===== src/rtl/fetch_pkg.sv =====
// Shared types and constants for the instruction-fetch stage.
//   fetch_state_e : fetch sequencer states
//   fq_entry_t    : one buffered fetch result {instruction word, its PC}
//   branch_target : redirect target = branch PC + (word offset * 4), modulo 2^64
package fetch_pkg;

  typedef enum logic [1:0] {
    S_START = 2'd0,
    S_RUN   = 2'd1,
    S_FAULT = 2'd2
  } fetch_state_e;

  localparam int INST_W  = 32;
  localparam int PC_W    = 64;
  localparam int OPC_MSB = 31;
  localparam int OPC_LSB = 21;
  localparam int OPC_W   = OPC_MSB - OPC_LSB + 1;
  localparam int QDEPTH  = 2;

  typedef struct packed {
    logic [INST_W-1:0] inst;
    logic [PC_W-1:0]   pc;
  } fq_entry_t;

  function automatic logic [PC_W-1:0] branch_target(input logic [PC_W-1:0] pc,
                                                    input logic [PC_W-1:0] word_off);
    return pc + (word_off << 2);
  endfunction

endpackage


===== src/rtl/fetch_if.sv =====
// Fetch -> decode instruction handshake.
//   inst / inst_pc / opcode : head instruction, its PC, and inst[31:21]
//   inst_valid / inst_ready : transfer happens on a cycle where both are high;
//                             the fetch side may drop inst_valid at any time
//                             (redirect), decode may drive inst_ready freely and
//                             it has no effect while inst_valid is low.
// master = fetch stage, slave = decode / control unit.
interface fetch_if;
  import fetch_pkg::*;

  logic [INST_W-1:0] inst;
  logic [PC_W-1:0]   inst_pc;
  logic [OPC_W-1:0]  opcode;
  logic              inst_valid;
  logic              inst_ready;

  modport master (output inst, inst_pc, opcode, inst_valid, input inst_ready);
  modport slave  (input inst, inst_pc, opcode, inst_valid, output inst_ready);
endinterface


===== src/rtl/fetch_queue.sv =====
// Two-entry FIFO of {instruction, pc} fetch results. Entry 0 is always the head,
// so a pop shifts entry 1 down.
//   push/wdata : append at tail        pop   : drop head
//   flush      : empty the queue (takes priority over push/pop)
//   head/count : current head entry and occupancy (0..2)
// The producer never pushes into a full queue unless it pops in the same cycle.
module fetch_queue
  import fetch_pkg::*;
(
  input  logic       clk,
  input  logic       rst,
  input  logic       push,
  input  logic       pop,
  input  logic       flush,
  input  fq_entry_t  wdata,
  output fq_entry_t  head,
  output logic [1:0] count
);

  fq_entry_t  ent0_q, ent0_d;
  fq_entry_t  ent1_q, ent1_d;
  logic [1:0] count_q, count_d;

  always_comb begin
    ent0_d  = ent0_q;
    ent1_d  = ent1_q;
    count_d = count_q;
    if (flush) begin
      count_d = 2'd0;
    end else begin
      case ({push, pop})
        2'b10: begin
          if (count_q == 2'd0) ent0_d = wdata;
          else                 ent1_d = wdata;
          count_d = count_q + 2'd1;
        end
        2'b01: begin
          ent0_d  = ent1_q;
          count_d = count_q - 2'd1;
        end
        2'b11: begin
          // Occupancy unchanged; the new word lands behind whatever remains.
          if (count_q == 2'd1) begin
            ent0_d = wdata;
          end else begin
            ent0_d = ent1_q;
            ent1_d = wdata;
          end
        end
        default: ;
      endcase
    end
  end

  always_ff @(posedge clk) begin
    if (rst) begin
      ent0_q  <= '0;
      ent1_q  <= '0;
      count_q <= 2'd0;
    end else begin
      ent0_q  <= ent0_d;
      ent1_q  <= ent1_d;
      count_q <= count_d;
    end
  end

  assign head  = ent0_q;
  assign count = count_q;

endmodule


===== src/rtl/fetch_unit.sv =====
// Instruction-fetch stage: holds the PC, reads a synchronous instruction ROM
// (data returns one cycle after imem_en), buffers results in a 2-entry queue
// and hands them to decode over fetch_if. A redirect (br_valid) reloads the PC,
// flushes the queue and squashes the read returning in that cycle.
//   clk, rst         : clock, synchronous active-high reset
//   imem_en/addr     : ROM read strobe and word address (pc[IMEM_AW+1:2])
//   imem_rdata       : ROM data for the read issued the previous cycle
//   br_valid/pc/off  : redirect pulse, branching PC, sign-extended word offset
//   dec              : fetch_if master (inst, inst_pc, opcode, valid/ready)
//   fault            : high while fetch is parked on an out-of-range PC
//   dbg_state        : current sequencer state
module fetch_unit
  import fetch_pkg::*;
#(
  parameter int          IMEM_AW  = 8,
  parameter logic [63:0] RESET_PC = 64'h0
) (
  input  logic               clk,
  input  logic               rst,
  output logic               imem_en,
  output logic [IMEM_AW-1:0] imem_addr,
  input  logic [INST_W-1:0]  imem_rdata,
  input  logic               br_valid,
  input  logic [PC_W-1:0]    br_pc,
  input  logic [PC_W-1:0]    br_offset,
  fetch_if.master            dec,
  output logic               fault,
  output fetch_state_e       dbg_state
);

  function automatic logic in_range(input logic [PC_W-1:0] a);
    return (a >> (IMEM_AW + 2)) == '0;
  endfunction

  fetch_state_e    state_q, state_d;
  logic [PC_W-1:0] pc_q, pc_d;
  logic [PC_W-1:0] req_pc_q, req_pc_d;
  logic            inflight_q, inflight_d;
  logic            fault_q, fault_d;

  fq_entry_t       head, wdata;
  logic [1:0]      count;
  logic            empty, valid, pop, push, room, attempt, issue;
  logic [2:0]      occ;
  logic [PC_W-1:0] target;
  logic [INST_W-1:0] inst_w;

  assign target = branch_target(br_pc, br_offset);
  assign empty  = (count == 2'd0);

  // A redirect cycle hides the head so a simultaneous ready cannot consume it.
  assign valid = ~rst & ~empty & ~br_valid;
  assign pop   = valid & dec.inst_ready;

  // Space check counts the read already in flight, so the queue cannot overflow.
  assign occ     = {1'b0, count} + {2'b00, inflight_q} - {2'b00, pop};
  assign room    = (occ < 3'(QDEPTH));
  assign attempt = ~rst & ~br_valid & (state_q == S_RUN) & room;
  assign issue   = attempt & in_range(pc_q);

  // The word returning during a redirect or reset belongs to the old stream.
  assign push  = inflight_q & ~br_valid & ~rst;
  assign wdata = '{inst: imem_rdata, pc: req_pc_q};

  fetch_queue u_queue (
    .clk   (clk),
    .rst   (rst),
    .push  (push),
    .pop   (pop),
    .flush (br_valid),
    .wdata (wdata),
    .head  (head),
    .count (count)
  );

  always_comb begin
    state_d    = state_q;
    pc_d       = pc_q;
    req_pc_d   = req_pc_q;
    inflight_d = issue;
    if (br_valid) begin
      pc_d = target;
      case (state_q)
        S_START: state_d = S_RUN;
        S_FAULT: if (in_range(target)) state_d = S_RUN;
        default: ;
      endcase
    end else begin
      if (issue) begin
        req_pc_d = pc_q;
        pc_d     = pc_q + 64'd4;
      end
      case (state_q)
        S_START: state_d = S_RUN;
        S_RUN:   if (attempt && !issue) state_d = S_FAULT;
        default: ;
      endcase
    end
    fault_d = (state_d == S_FAULT);
  end

  always_ff @(posedge clk) begin
    if (rst) begin
      state_q    <= S_START;
      pc_q       <= RESET_PC;
      req_pc_q   <= '0;
      inflight_q <= 1'b0;
      fault_q    <= 1'b0;
    end else begin
      state_q    <= state_d;
      pc_q       <= pc_d;
      req_pc_q   <= req_pc_d;
      inflight_q <= inflight_d;
      fault_q    <= fault_d;
    end
  end

  assign inst_w         = (rst | empty) ? '0 : head.inst;
  assign dec.inst       = inst_w;
  assign dec.inst_pc    = (rst | empty) ? '0 : head.pc;
  assign dec.opcode     = inst_w[OPC_MSB:OPC_LSB];
  assign dec.inst_valid = valid;

  assign imem_en   = issue;
  assign imem_addr = issue ? pc_q[IMEM_AW+1:2] : '0;
  assign fault     = fault_q;
  assign dbg_state = state_q;

endmodule


===== src/flat_wrapper.sv =====
// flat-port wrapper written by rule: the top's interface ports become plain ports
module fetch_unit_flat import fetch_pkg::*;
#(
  parameter int          IMEM_AW  = 8,
  parameter logic [63:0] RESET_PC = 64'h0
)
  (clk, rst, imem_en, imem_addr, imem_rdata, br_valid, br_pc, br_offset, fault, dbg_state, dec_inst, dec_inst_pc, dec_opcode, dec_inst_valid, dec_inst_ready);
  fetch_if dec_i ();
  input  logic clk;
  input  logic rst;
  output logic imem_en;
  output logic [IMEM_AW-1:0] imem_addr;
  input  logic [INST_W-1:0] imem_rdata;
  input  logic br_valid;
  input  logic [PC_W-1:0] br_pc;
  input  logic [PC_W-1:0] br_offset;
  output logic fault;
  output fetch_state_e dbg_state;
  output wire logic [$bits(dec_i.inst)-1:0] dec_inst;
  output wire logic [$bits(dec_i.inst_pc)-1:0] dec_inst_pc;
  output wire logic [$bits(dec_i.opcode)-1:0] dec_opcode;
  output wire logic [$bits(dec_i.inst_valid)-1:0] dec_inst_valid;
  input wire logic [$bits(dec_i.inst_ready)-1:0] dec_inst_ready;
  assign dec_inst = dec_i.inst;
  assign dec_inst_pc = dec_i.inst_pc;
  assign dec_opcode = dec_i.opcode;
  assign dec_inst_valid = dec_i.inst_valid;
  assign dec_i.inst_ready = dec_inst_ready;
  fetch_unit #(.IMEM_AW(IMEM_AW), .RESET_PC(RESET_PC)) u_core (.clk(clk), .rst(rst), .imem_en(imem_en), .imem_addr(imem_addr), .imem_rdata(imem_rdata), .br_valid(br_valid), .br_pc(br_pc), .br_offset(br_offset), .dec(dec_i), .fault(fault), .dbg_state(dbg_state));
endmodule

===== config.mk =====
export PLATFORM = sky130hd
export DESIGN_NAME = fetch_unit_flat
export DESIGN_NICKNAME = d
export VERILOG_FILES = /design/src/rtl/fetch_pkg.sv /design/src/rtl/fetch_if.sv /design/src/rtl/fetch_queue.sv /design/src/rtl/fetch_unit.sv /design/src/flat_wrapper.sv
export SDC_FILE = /design/constraint.sdc
export NUM_CORES = 1
export LEC_CHECK = 0
export ABC_AREA = 1
export CORE_ASPECT_RATIO = 1.2
export CORE_MARGIN = 10
export CORE_UTILIZATION = 55
export DETAILED_ROUTE_END_ITERATION = 6
export PLACE_DENSITY = 0.89
export SYNTH_ARGS = -nofsm -noshare
export SYNTH_HDL_FRONTEND = slang
export SYNTH_HIERARCHICAL = 1
export SYNTH_SLANG_ARGS = --single-unit

===== constraint.sdc =====
create_clock -name clk -period 5.3 [get_ports clk]
set_input_delay 0.53 -clock clk [delete_from_list [all_inputs] [get_ports clk]]
set_output_delay 0.53 -clock clk [all_outputs]
set_load 0.1 [all_outputs]

==> reports/results.ini <==
[logic_synthesis]
synth_area_sq_mm=0.0211
synth-edff-count=0
synth_fa_ha_area_share_pct=4.34
synth_top_family_by_area=simple AND/OR/NAND/NOR gates
ys_ff_latch=326
syn-mean-instance-area_sq_um=6.05
syn_nets=3723
syn_inst=3487
synth_simple_gate_area_share_pct=40.3
synthFlopType=dfxtp_1
ys_warn_count=6
synth_compound_area_share_pct=8.60
yosysSeqAreaShare_pct=30.9
ys_types=41
synthMuxAreaShare_pct=0
synth-async-reset-ratio_pct=0
synth_xor_xnor_area_share_pct=0.539

[final_layout]
final_util_pct=65.9
layout-drive-gt1-share_pct=4.51
multi_input_area_sq_mm=0.0114
fin_cells=4141
register_area_sq_mm=0.00653
final_common_cell=nand2_1
final_cell_mix=938 x nand2_1, 599 x inv_1, 388 x nor2_1
final_nets=3875
nFillCells=3438
areaGrowthSynthToFinish_pct=18.2

[sta]
post-route-period-util_pct=90.1
min_period_ps=4770
rsz0062_at_grt=false
slew_viol_final=0
skew_ps=11.2
final.setup.tns_ps=0
hold_viol=0
timing.slew.headroom_pct=25.9
setup_viol=0
max_freq_mhz=209
worst_pin_slew_ps=1110

[cts]
cts_resized=0
numCtsBuffers=29
cts_tree=yes
root_buffer=clkbuf_16
hold_buffers=0
clk-insertion-delay-late_ps=550
post_cts_buffers=0
cts.reportedPaths.clkPinSlew_ps=60
cts_buffer_depth=3
cts_max_level=1
cts.sink_count=326

[worst_setup_path]
slowest_delay_ps=490
required_ps=4770
crit_family=simple AND/OR/NAND/NOR gates
critPathLaunchType=flop
cp_data_arrival_time_ps=4240
cp-end-kind=output port
cp_slowest_cell=fa_1
cp_max_fo=16
path_class=reg2out
critical_path_buf_inv_count=3
crit_chain=o21ai_4 -> nor3b_1 -> ha_1 -> or2_2 -> fa_1 -> nand3_1 -> nor3_1 -> nand3_2 -> inv_2 -> nand2_1 -> inv_1 -> buf_12

[status]
failed_checks=DRC
status=finished with violations

[placed_design]
hpwl_microns=43600
place_inst=4088
io_buffers=281
gp_congestion=0.981

[power]
p_comb_share_pct=18.0
p_sw_share_pct=27.8
powerDensity_mw_per_mm2=232
p_clk_share_pct=38.5
peakVddDrop_mv=0.278
seq_power_share_pct=43.5
internal_power_w=0.00419
p_sw_w=0.00161
p_leak_nw=11.2

[routing]
vias_per_cell=5.22
drtAntennaViolNets=0
wl_per_cell_microns=14.8
num_vias=21621
wl_microns=61400
drt_pass1_iterations=7
drtIter0Drc=1561
drc=3

[floorplanning]
die-area_sq_mm=0.0466
fp.dieH_microns=235
start_util_pct=55.7
ioPinCount=284
rows=78
die_width_microns=199
coreArea_sq_mm=0.0379

[grt]
grt_pass1_wl_microns=98100
grt-ovfl-total=0
grt_pass1_vias=19783
grt_usage_pct=25.0
grt_max_degree=129
antenna_found_initial=1

[hold_path]
hp-class=in2reg

[run]
cap_violations=0

worst paths after layout:
check                                             start             endpoint  slack, ps  depth (start not counted)
worst max-delay path            u_core/u_queue/count[0]         imem_addr[1]        530                         12
worst min-delay path                                rst   u_core/req_pc_q[7]        350                          2
worst max register to register  u_core/u_queue/count[0]       u_core/pc_q[6]       1280                         12
worst min register to register      u_core/req_pc_q[26]  u_core/req_pc_q[26]        450                          2
cell type report:
cell class | count | share of cell area (%)
inverters | 616 | 9.27
clock buffers | 35 | 3.16
well taps | 480 | 2.41
diodes | 1 | 0.0100
multi-input cells | 2366 | 45.7
clock inverters | 17 | 0.903
repair buffers | 300 | 12.4
flip-flops and latches | 326 | 26.2
power by group through the flow:
stage	registers, W	logic, W	clock network [W]
final	0.00252	0.00104	0.00223
after global placement	0.00258	0.00102	0
after floorplan	0.00258	0.000677	0
after CTS	0.00252	0.00103	0.00226
after detailed placement	0.00258	0.00103	0
after global routing	0.00253	0.00117	0.00236
cells by family after synthesis:
logic type / after synthesis
XOR/XNOR: 13
AND/OR/NAND/NOR: 1932
adder cells (fa/ha/maj): 72
buffers and inverters: 795
flip-flops: 326
AO/OA/AOI/OAI: 349
flip-flops by register name, summed over array words and instances, names as in the netlist:
register,count
u_core/u_queue/head,96
u_core/u_queue/ent1_q,96
u_core/pc_q,64
u_core/req_pc_q,64
u_core/fault,1
u_core/inflight_q,1
u_core/u_queue/count,2
u_core/dbg_state,2
layer usage:
layer | vias to the layer above | GRT usage, % | share of wire, %
li1 | 11119 | - | -
met1 | 9632 | 29.9 | 40
met2 | 766 | 44.7 | 50
met3 | 104 | 3.07 | 7.2
met4 | 0 | 8.54 | 3.0
met5 | - | 0 | 0
cell usage after synthesis (all sizes together) (2+ instances only):
cell type  instances  area share, %
nand4             21           0.62
a31oi              3          0.089
nand2            967             17
nor2             407            7.6
fa                 2           0.19
clkinv             4          0.071
nor4              17           0.56
or2                3          0.089
ha                70            4.1
inv              612             11
buf              126            3.4
a21oi            308            7.4
nand3b           113            4.0
clkbuf            53           0.94
nand3            384            9.3
o21ai             24           0.57
xor2              10           0.41
xnor2              3           0.12
nor3              13           0.38
and2               3          0.089
dfxtp            326             31
or4                3           0.11
o21bai            10           0.41
through the flow:
stage	hold WS [ps]	setup WS [ps]	cell area, sq um	power [W]
global route	371	183	24900	0.00605
floorplan	426	103	21100	0.00326
detailed placement	436	605	23900	0.00361
global placement	435	647	23900	0.00360
CTS	330	477	24900	0.00582
finish	352	526	24900	0.00580
Note: power is estimated with default switching activity, not from simulation.
